==> config.mk <==
export PLATFORM = sky130hd
export DESIGN_NAME = pipe_hazard_ctrl
export DESIGN_NICKNAME = d
export VERILOG_FILES = /design/src/rtl/pipe_ctrl_pkg.sv /design/src/rtl/pipe_hazard_ctrl_load_use_detect.sv /design/src/rtl/pipe_hazard_ctrl.sv
export SDC_FILE = /design/constraint.sdc
export NUM_CORES = 1
export LEC_CHECK = 0
export CAP_MARGIN = 20
export CORE_ASPECT_RATIO = 0.75
export CORE_MARGIN = 2
export CORE_UTILIZATION = 45
export CTS_CLUSTER_DIAMETER = 80
export DETAILED_ROUTE_END_ITERATION = 8
export GPL_ROUTABILITY_DRIVEN = 1
export GPL_TIMING_DRIVEN = 1
export HOLD_SLACK_MARGIN = 0.03
export PLACE_DENSITY = 0.73
export SKIP_CTS_REPAIR_TIMING = 1
export SLEW_MARGIN = 15
export SYNTH_ARGS = -nofsm -noshare
export SYNTH_HDL_FRONTEND = slang
export SYNTH_SLANG_ARGS = --single-unit
==> constraint.sdc <==
create_clock -name clk_i -period 3.3 [get_ports clk_i]
set_input_delay 0.66 -clock clk_i [delete_from_list [all_inputs] [get_ports clk_i]]
set_output_delay 0.66 -clock clk_i [all_outputs]
set_load 0.005 [all_outputs]
==> src/rtl/pipe_ctrl_pkg.sv <==
// Types and constants shared by the pipeline hazard controller and its helpers.
package pipe_ctrl_pkg;

    localparam int                   REG_IDX_W = 5;
    localparam logic [REG_IDX_W-1:0] XZR_IDX   = 5'd31;

    typedef enum logic [1:0] {
        RUN        = 2'd0,
        LOAD_STALL = 2'd1,
        MEM_WAIT   = 2'd2
    } ctrl_state_e;

endpackage

==> src/rtl/pipe_hazard_ctrl_load_use_detect.sv <==
// Combinational load-use detector: flags an ID source that matches a load
// destination in EX. XZR never creates a dependency.
module load_use_detect
    import pipe_ctrl_pkg::*;
(
    input  logic [REG_IDX_W-1:0] id_rn_i,
    input  logic [REG_IDX_W-1:0] id_rm_i,
    input  logic                 id_uses_rn_i,
    input  logic                 id_uses_rm_i,
    input  logic [REG_IDX_W-1:0] ex_rd_i,
    input  logic                 ex_mem_read_i,
    output logic                 lu_o
);

    always_comb begin
        lu_o = ex_mem_read_i && (ex_rd_i != XZR_IDX) &&
               ((id_uses_rn_i && (id_rn_i == ex_rd_i)) ||
                (id_uses_rm_i && (id_rm_i == ex_rd_i)));
    end

endmodule

==> src/rtl/pipe_hazard_ctrl.sv <==
// Stall/flush sequencer for the five-stage pipeline: load-use bubbles,
// taken-branch squashes and data-memory waits, plus stall and timeout status.
module pipe_hazard_ctrl
    import pipe_ctrl_pkg::*;
#(
    parameter int LOAD_STALL_CYCLES = 1,
    parameter int MAX_WAIT          = 64,
    parameter int CNT_W             = 16
) (
    input  logic                 clk_i,
    input  logic                 rst_ni,
    input  logic [REG_IDX_W-1:0] id_rn_i,
    input  logic [REG_IDX_W-1:0] id_rm_i,
    input  logic                 id_uses_rn_i,
    input  logic                 id_uses_rm_i,
    input  logic [REG_IDX_W-1:0] ex_rd_i,
    input  logic                 ex_mem_read_i,
    input  logic                 ex_br_taken_i,
    input  logic                 mem_busy_i,
    output logic                 pc_en_o,
    output logic                 ifid_en_o,
    output logic                 idex_en_o,
    output logic                 exmem_en_o,
    output logic                 memwb_en_o,
    output logic                 ifid_flush_o,
    output logic                 idex_bubble_o,
    output logic [CNT_W-1:0]     stall_cycles_o,
    output logic                 mem_timeout_o
);

    localparam int                WAIT_W    = $clog2(MAX_WAIT + 1);
    localparam logic [1:0]        LS_INIT   = 2'(LOAD_STALL_CYCLES - 1);
    localparam logic [WAIT_W-1:0] WAIT_LAST = WAIT_W'(MAX_WAIT - 1);

    ctrl_state_e       state_q, state_d, eff_state;
    logic [1:0]        load_cnt_q, load_cnt_d;
    logic [1:0]        saved_load_cnt_q, saved_load_cnt_d;
    logic [1:0]        eff_cnt;
    logic [WAIT_W-1:0] wait_cnt_q, wait_cnt_d;
    logic [CNT_W-1:0]  stall_cycles_q, stall_cycles_d;
    logic              mem_timeout_q, mem_timeout_d;
    logic              lu;
    logic              pc_en_c, ifid_en_c, idex_en_c, exmem_en_c, memwb_en_c;
    logic              ifid_flush_c, idex_bubble_c;

    load_use_detect u_lu (
        .id_rn_i       (id_rn_i),
        .id_rm_i       (id_rm_i),
        .id_uses_rn_i  (id_uses_rn_i),
        .id_uses_rm_i  (id_uses_rm_i),
        .ex_rd_i       (ex_rd_i),
        .ex_mem_read_i (ex_mem_read_i),
        .lu_o          (lu)
    );

    // Once memory is ready, MEM_WAIT behaves as the state it interrupted.
    // A non-zero saved count means that state was LOAD_STALL.
    always_comb begin
        eff_state = state_q;
        eff_cnt   = load_cnt_q;
        if (state_q == MEM_WAIT) begin
            eff_cnt = saved_load_cnt_q;
            if (saved_load_cnt_q != 2'd0) begin
                eff_state = LOAD_STALL;
            end else begin
                eff_state = RUN;
            end
        end
    end

    always_ff @(posedge clk_i or negedge rst_ni) begin
        if (!rst_ni) begin
            state_q          <= RUN;
            load_cnt_q       <= '0;
            saved_load_cnt_q <= '0;
            wait_cnt_q       <= '0;
            stall_cycles_q   <= '0;
            mem_timeout_q    <= 1'b0;
        end else begin
            state_q          <= state_d;
            load_cnt_q       <= load_cnt_d;
            saved_load_cnt_q <= saved_load_cnt_d;
            wait_cnt_q       <= wait_cnt_d;
            stall_cycles_q   <= stall_cycles_d;
            mem_timeout_q    <= mem_timeout_d;
        end
    end

    always_comb begin
        state_d          = state_q;
        load_cnt_d       = load_cnt_q;
        saved_load_cnt_d = saved_load_cnt_q;
        wait_cnt_d       = '0;
        mem_timeout_d    = mem_timeout_q;
        stall_cycles_d   = stall_cycles_q;
        if (!pc_en_c && (stall_cycles_q != '1)) begin
            stall_cycles_d = stall_cycles_q + CNT_W'(1);
        end
        if (mem_busy_i) begin
            state_d = MEM_WAIT;
            if (wait_cnt_q == WAIT_LAST) begin
                wait_cnt_d    = wait_cnt_q;
                mem_timeout_d = 1'b1;
            end else begin
                wait_cnt_d = wait_cnt_q + WAIT_W'(1);
            end
            if (state_q == LOAD_STALL) begin
                saved_load_cnt_d = load_cnt_q;
            end else if (state_q == RUN) begin
                saved_load_cnt_d = '0;
            end
        end else begin
            saved_load_cnt_d = '0;
            case (eff_state)
                LOAD_STALL: begin
                    if (eff_cnt <= 2'd1) begin
                        state_d    = RUN;
                        load_cnt_d = '0;
                    end else begin
                        state_d    = LOAD_STALL;
                        load_cnt_d = eff_cnt - 2'd1;
                    end
                end
                default: begin
                    state_d    = RUN;
                    load_cnt_d = '0;
                    if (!ex_br_taken_i && lu && (LS_INIT != 2'd0)) begin
                        state_d    = LOAD_STALL;
                        load_cnt_d = LS_INIT;
                    end
                end
            endcase
        end
    end

    always_comb begin
        pc_en_c       = 1'b1;
        ifid_en_c     = 1'b1;
        idex_en_c     = 1'b1;
        exmem_en_c    = 1'b1;
        memwb_en_c    = 1'b1;
        ifid_flush_c  = 1'b0;
        idex_bubble_c = 1'b0;
        if (mem_busy_i) begin
            pc_en_c    = 1'b0;
            ifid_en_c  = 1'b0;
            idex_en_c  = 1'b0;
            exmem_en_c = 1'b0;
            memwb_en_c = 1'b0;
        end else if (eff_state == LOAD_STALL) begin
            pc_en_c       = 1'b0;
            ifid_en_c     = 1'b0;
            idex_bubble_c = 1'b1;
        end else if (ex_br_taken_i) begin
            ifid_flush_c  = 1'b1;
            idex_bubble_c = 1'b1;
        end else if (lu) begin
            pc_en_c       = 1'b0;
            ifid_en_c     = 1'b0;
            idex_bubble_c = 1'b1;
        end
    end

    // Nothing may write while reset is held, even between clock edges.
    assign pc_en_o        = pc_en_c && rst_ni;
    assign ifid_en_o      = ifid_en_c && rst_ni;
    assign idex_en_o      = idex_en_c && rst_ni;
    assign exmem_en_o     = exmem_en_c && rst_ni;
    assign memwb_en_o     = memwb_en_c && rst_ni;
    assign ifid_flush_o   = ifid_flush_c && rst_ni;
    assign idex_bubble_o  = idex_bubble_c && rst_ni;
    assign stall_cycles_o = stall_cycles_q;
    assign mem_timeout_o  = mem_timeout_q;

endmodule

==> out/results.env, run 1 <==
FINAL.SETUP.WORST_SLACK_NS=0.05398
SYNTH_XOR_AREA_SHARE_PCT=13.76
FINALNETCOUNT=228
CRITICAL_PATH.ENDPOINT='pc_en_o'
PATH_CLK_SLEW_NS=0.07
SYNTHTOPCELLSBYCOUNT='30 x dfrtp_1, 22 x xor2_1, 12 x nand2_1'
TIMING.REG2REG.SETUP_SLACK_NS=1.04
TOP_LAYER_USED='met4'
ROUTE.MET2.WL_UM=1895
START_UTIL_PCT=46.11
WORST_SETUP_END_KIND='output pin'
TIMING.FINAL.HOLD_VIOLATIONS=0
OVERALL_VIA_COUNT_FROM_DETAIL_ROUTE=1316
YOSYS_MOST_USED_DFF='dfrtp_1'
WL_MET1_UM=1610
CTS_SINKS=30
CELLS_AFTER_DPL=248
PLACE.DETAILED.HPWL_UM=2791
SYNTHESIZED_AREA_FRACTION_OCCUPIED_BY_ADDER_CELLS_PCT=1.512
NETLIST-CELL-TYPE-COUNT=39
ANTENNA_CELLS=0
SYNTH-COMPOUND-AREA-SHARE_PCT=7.937
POST_DRT_VIA_CELL_RATIO=5.121
P_LEAK_nW=0.9215
LAYOUT_WORST_PATH_CYCLE_SHARE_PCT=98.36
CRITPATHLAUNCH='ex_rd_i[4]'
PLACEMENT.IO_BUFFERS=45
CTSHTREEMAXLEVEL=2
ROUTABILITYCONGESTION=0.8224
YOSYS_REGISTER_BITS=30
POST_SYNTH_INSTANCE_AREA_UM2=1655
MULTIINPUTGATEAREA_UM2=862.1
AVGSYNTHCELLAREA_UM2=10.82
R2R-END='stall_cycles_o[1]'
TRITONCTS_CLOCK_TREE='built'
FINALWIRELENGTH_UM=3817
REG2REG_FROM='stall_cycles_o[3]'
TIMING.CRITICAL_PATH.ARRIVAL_NS=2.59
DRT-PASS1-ITER-COUNT=4
RUN_STATUS='finished clean'
SYNTHDOMINANTCELLAREASHARE_PCT=45.35
SYNTH-SIMPLE-AREA-SHARE_PCT=25.55
FINALSETUPVIOLCOUNT=0
CRIT_PATH_MAX_FANOUT=3
SYNTH.TOP_CELLS.BY_AREA='dfrtp_1 45%, xor2_1 12%, nor4_2 5.3%, nand2_1 2.7%, nor4_4 2.6%'
GRT_MAX_DEGREE=31
FILLCELLCOUNT=283
DIE_AREA_UM2=4185
VDD_DROP_MAX_uV=341.0
DR_WL_MET3_UM=253
FINAL.SETUP_SKEW_NS=0.004563
YOSYSWARNINGCOUNT=0
MAX_CAP_VIOL=0
GRT_TOTAL_OVFL=0
SYNTH.YOSYS.SEQ_AREA_SHARE_PCT=45.35
CLK-INSERTION-DELAY-LATE_NS=0.28
NUMBER_OF_CELLS_ON_THE_WORST_REG_TO_REG_PATH=7
ANTENNA_LEFT=0
POST_SYNTH_EDFFS=0
CTSLONGESTPATHBUFFERS=2
ROOT_BUFFER_CELL='clkbuf_8'
GLOBAL_ROUTE.USAGE.TOTAL_PCT=19.96
SYNTH.MUX.AREA_FRACTION_PCT=2.494
SLEW_VIOLATIONS=0
BOUNDARYPINS=46
DOMINANT_COMBINATIONAL_CELL_FAMILY_BY_AREA_AFTER_SYNTHESIS='simple AND/OR/NAND/NOR gates'
FP.DIEW_UM=74.04
WORST-ENDPOINT-REQUIRED_NS=2.64
WORSTMARGINPINSLEW_NS=0.4486
DETAILEDPLACE.WORSTSLACK_NS=-0.006028
REGAREA_UM2=750.7
REMAINING_DRC_ERRORS=0
CRITPATHLAUNCHTYPE='input pin'
YOSYSMOSTFREQUENTCELL='dfrtp_1'
FINAL_LAYOUT_SIZE_SUFFIX_GT1_SHARE_PCT=13.66
SYN2LAYOUT_AREA_GROWTH_PCT=38.17
GRT_ANTENNA_BEFORE_REPAIR=0
NUMCTSBUFFERS=5
DIE_HEIGHT_UM=56.53
GRT_PASS1_WL_UM=6327
WORST_SLEW_MARGIN_REL_PCT=70.02
ROUTE.DETAILED.WL_PER_INST_UM=14.85
ASYNCSETRESETFLOPFRACSYNTH_PCT=100.0
SYN_INST=153
POST_LAYOUT_NONFILLER_INSTANCES=257
CORE_AREA_UM2=3590
GRT_PASS1_VIAS=1427
MAXCLOCKFREQUENCY_MHz=308.1
STD_CELL_ROWS=19
NETLIST.TOP_CELL.BY_AREA='dfrtp_1'
FINALCRITICALPERIOD_NS=3.246
SETUP_REPAIR_AFTER_GLOBAL_ROUTING_MISSED_ITS_MARGIN='false'
DRT_ITER0_MARKERS=91
WORST-SETUP-PATH-TYPE='in -> out'
SYNTH_NETS=177
HP-CLASS='reg -> reg'
POWERDENSITY_nW_PER_UM2=539.6
==> metal layers <==
metal / vias to the layer above / track usage (%)
met2: 36 / 34.57
met3: 6 / 5.745
li1: 645 / -
met1: 629 / 22.97
met5: - / 0
met4: 0 / 7.792
==> stage by stage <==
step | hold WS [ns] | cell area, um^2 | total power (W) | util (%) | TNS [ns]
2_1_floorplan | 0.3644 | 1655 | 0.0006658 | - | 0
3_5_place_dp | 0.4435 | 2152 | 0.0008739 | 59.95 | -0.01240
6_report | 0.4571 | 2287 | 0.001234 | 63.72 | 0
5_1_grt | 0.4934 | 2287 | 0.001300 | 63.72 | 0
4_1_cts | 0.4580 | 2261 | 0.001239 | 62.98 | -0.02316
3_3_place_gp | 0.4412 | 2152 | 0.0008582 | 59.95 | 0
==> registers in the layout, summed over array words and instances (netlist names) <==
name and cells:
stall_cycles_o 16, wait_cnt_q 7, load_cnt_q 2, saved_load_cnt_q 2, state_q 2, mem_timeout_o 1
==> cells in the final DEF, fill, tap and decap left out, types with 5 or more instances in the layout <==
cell	instances
nand2_1	12
nand3_1	7
clkdlybuf4s50_1	43
nor2_1	10
o21ai_0	5
xor2_1	22
nor4_2	8
dfrtp_1	30
clkbuf_8	5
==> layout make-up <==
class | count | share of cell area, %
clock buffers | 5 | 3.009
clock inverters | 3 | 1.751
inverters | 4 | 0.6565
multi-input cells | 114 | 37.69
flip-flops and latches | 30 | 32.82
well taps | 52 | 2.845
repair buffers | 49 | 21.23
==> logic make-up (layout without fill, tap and decap cells) <==
group,count (synthesis),in the layout
compound gates,18,18
xor+xnor,26,26
flops,30,30
simple gates,64,64
fa+ha+maj,2,2
buf+inv,9,61
mux,4,4
==> power by group <==
part	internal, W	leakage, nW	switching [W]
logic	0.000204	0.506	0.000149
clock network	0.000222	0.0579	0.000141
registers	0.000432	0.358	0.0000865
total	0.000858	0.921	0.000376
==> how the worst min path moves through the flow <==
stage             startpoint            end  cells after the start
4_1_cts        mem_timeout_o  mem_timeout_o                      1
5_1_grt        mem_timeout_o  mem_timeout_o                      1
3_5_place_dp   mem_timeout_o  mem_timeout_o                      1
6_report       mem_timeout_o  mem_timeout_o                      1
2_1_floorplan         rst_ni  load_cnt_q[0]                      0
3_3_place_gp   mem_timeout_o  mem_timeout_o                      1
==> worst max-delay path, cell delays in order <==
cell and delay, ns:
clkdlybuf4s50_1 0.48, xor2_1 0.20, nor4_2 0.31, a32oi_2 0.11
o311a_1 0.36, clkdlybuf4s50_1 0.45
No activity file was read; power rests on OpenSTA's default activity.
==> inputs of run 2 (changes only) <==
- REMOVE_ABC_BUFFERS: unset -> 1
==> run 2 against run 1 <==
  * Hold slack gained 0.0070 ns
  * Clock power shrank 16%
  * Flip-flop and latch count is the same
  * Register-to-register slack gained 0.08 ns
  * Total power shrank 5.3%
  * Clock skew grew 0.0043 ns
  * Critical path type unchanged
  * Largest power group unchanged
==> out/results.env, run 2 (same netlist as run 1, synthesis figures left out) <==
PLACE.DETAILED.HPWL_UM=2741  # was 2791 um
P_LEAK_nW=0.9216  # was 0.9215 nW
DRT-PASS1-ITER-COUNT=4  # unchanged
CORE_AREA_UM2=3590  # unchanged
ROOT_BUFFER_CELL='clkbuf_8'  # unchanged
WORSTMARGINPINSLEW_NS=0.4673  # was 0.4486 ns
POST_DRT_VIA_CELL_RATIO=5.093  # was 5.121
MAXCLOCKFREQUENCY_MHz=313.1  # was 308.1 MHz
CRIT_PATH_MAX_FANOUT=3  # unchanged
GRT_PASS1_WL_UM=5851  # was 6327 um
ROUTE.DETAILED.WL_PER_INST_UM=14.12  # was 14.85 um
MAX_FFS_PER_REGISTER=16  # unchanged
FINALNETCOUNT=228  # unchanged
TIMING.CRITICAL_PATH.ARRIVAL_NS=2.53  # was 2.59 ns
SETUP_REPAIR_AFTER_GLOBAL_ROUTING_MISSED_ITS_MARGIN='false'  # unchanged
MAX_CAP_VIOL=0  # unchanged
FINALWIRELENGTH_UM=3630  # was 3817 um
SLEW_VIOLATIONS=0  # unchanged
START_UTIL_PCT=46.11  # unchanged
FINAL_LAYOUT_SIZE_SUFFIX_GT1_SHARE_PCT=13.17  # was 13.66%
CRIT_SLOWEST_CELL='clkdlybuf4s50_1'  # unchanged
CTSHTREEMAXLEVEL=2  # unchanged
BOUNDARYPINS=46  # unchanged
WORST-SETUP-PATH-TYPE='in -> out'  # unchanged
DRT_ITER0_MARKERS=72  # was 91
OVERALL_VIA_COUNT_FROM_DETAIL_ROUTE=1309  # was 1316
TIMING.CRITICAL_PATH.MODE_CELL='clkdlybuf4s50_1'  # unchanged
CRITPATHLAUNCHTYPE='input pin'  # unchanged
FINALCRITICALPERIOD_NS=3.194  # was 3.246 ns
HP-CLASS='reg -> reg'  # unchanged
FILLCELLCOUNT=279  # was 283
ANTENNA_LEFT=0  # unchanged
MOSTFREQUENTLAYOUTCELLS='42 x clkdlybuf4s50_1, 30 x dfrtp_1, 22 x xor2_1'  # was 43 x clkdlybuf4s50_1, 30 x dfrtp_1, 22 x xor2_1
POWER_W=0.001169  # was 0.001234 W
FINALSETUPVIOLCOUNT=0  # unchanged
TRITONCTS_CLOCK_TREE='built'  # unchanged
LAYOUT_COMMONEST_CELL='clkdlybuf4s50_1'  # unchanged
CTS_SINKS=30  # unchanged
CLK-INSERTION-DELAY-LATE_NS=0.28  # about the same
GLOBAL_ROUTE.USAGE.TOTAL_PCT=18.30  # was 19.96%
STD_CELL_ROWS=19  # unchanged
ROUTABILITYCONGESTION=0.7494  # was 0.8224
DIE_AREA_UM2=4185  # unchanged
DIE_HEIGHT_UM=56.53  # unchanged
CP_NUM_BUF_INV=2  # unchanged
WORST_SETUP_END_KIND='output pin'  # unchanged
SETUP-TNS-FINAL_NS=0  # unchanged
VDD_DROP_MAX_uV=522.9  # was 341.0 uV
FINAL.SETUP_SKEW_NS=0.008821  # was 0.004563 ns
TIMING.FINAL.HOLD_VIOLATIONS=0  # unchanged
PLACEMENT.IO_BUFFERS=45  # unchanged
CRIT_PATH_MAX_INCR_DELAY_NS=0.45  # was 0.48 ns
GRT_ANTENNA_BEFORE_REPAIR=0  # unchanged
NUMCTSBUFFERS=5  # unchanged
GRT_TOTAL_OVFL=0  # unchanged
ANTENNA_CELLS=0  # unchanged
CRIT_CHAIN='clkdlybuf4s50_1 > xor2_1 > nor4_2 > a32oi_2 > o311a_1 > clkdlybuf4s50_1'  # unchanged
GRT_MAX_DEGREE=31  # unchanged
WORST_HOLD_SLACK_NS=0.4641  # was 0.4571 ns
CRIT_PATH_LEADING_DELAY_FAMILY='buffers and inverters'  # unchanged
WORST_SLEW_MARGIN_REL_PCT=68.77  # was 70.02%
SYN2LAYOUT_AREA_GROWTH_PCT=37.26  # was 38.17%
FP.DIEW_UM=74.04  # unchanged
WORST-ENDPOINT-REQUIRED_NS=2.64  # about the same
POWERDENSITY_nW_PER_UM2=514.6  # was 539.6 nW/um^2
RUN_STATUS='finished clean'  # unchanged
GRT_PASS1_VIAS=1305  # was 1427
CTSLONGESTPATHBUFFERS=2  # unchanged
PATH_CLK_SLEW_NS=0.06  # was 0.07 ns
LAYOUT_WORST_PATH_CYCLE_SHARE_PCT=96.78  # was 98.36%
REMAINING_DRC_ERRORS=0  # unchanged
-- run 2: cell count changes in the layout (fill, tap and decap cells not counted) --
| cell | delta |
|---|---|
| bufinv_16 | -1 |
| clkbuf_1 | +1 |
| clkbuf_8 | +1 |
| clkdlybuf4s50_1 | -1 |
| clkinv_2 | -1 |
| dlymetal6s2s_1 | +1 |
-- run 2: path summary, 6_finish.rpt --
kind                                    from                 end  cells past startpoint  slack, ns
hold / removal                 mem_timeout_o       mem_timeout_o                      1       0.46
max in group asynchronous             rst_ni   stall_cycles_o[3]                      2       2.19
min in group asynchronous             rst_ni  stall_cycles_o[11]                      2       0.83
setup / recovery                  id_rn_i[1]           ifid_en_o                      6       0.11
hold reg to reg                mem_timeout_o       mem_timeout_o                      1       0.46
setup reg to reg           stall_cycles_o[3]   stall_cycles_o[7]                      7       1.12
-- run 2: layer usage --
| metal | up-vias | wire, um | track usage (%) |
|---|---|---|---|
| met3 | 2 | 292 | 4.668 |
| li1 | 646 | - | - |
| met5 | - | 0 | 0 |
| met1 | 624 | 1657 | 24.91 |
| met4 | 0 | 21 | 6.494 |
| met2 | 37 | 1658 | 28.19 |
-- run 2: final cells by class --
type,count,area (um^2),share of cell area [%]
clock buffer,7,86.33,3.800
clock inverter,1,5.005,0.2203
inverter,4,15.01,0.6608
multi-input combinational,114,862.1,37.94
sequential,30,750.7,33.04
tap,52,65.06,2.863
timing repair buffer,49,488.0,21.48
-- run 2: per-stage QoR --
| stage | util [%] | setup slack (ns) | cell area, um^2 | instances |
|---|---|---|---|---|
| after global routing | 63.30 | 0.01162 | 2272 | 257 |
| after CTS | 62.70 | 0.008887 | 2251 | 257 |
| after detailed placement | 60.16 | 0.007617 | 2160 | 249 |
| after floorplan | - | 0.9858 | 1614 | 148 |
| final | 63.30 | 0.1064 | 2272 | 257 |
| after global placement | 60.16 | 0.02920 | 2160 | 249 |
-- run 2: power by group --
part | internal [W] | switching [W]
registers | 0.000432 | 0.0000843
clock network | 0.000168 | 0.000137
logic | 0.000204 | 0.000145
total | 0.000804 | 0.000365
-- run 2: worst reg2reg max path, delay by kind of cell (launching register included) --
| kind | cells | cell delay [ns] |
|---|---|---|
| xor gates and xnor gates | 1 | 0.15 |
| and+or+nand+nor | 5 | 1.20 |
| buffers and inverters | 1 | 0.26 |
| DFF | 1 | 0.44 |
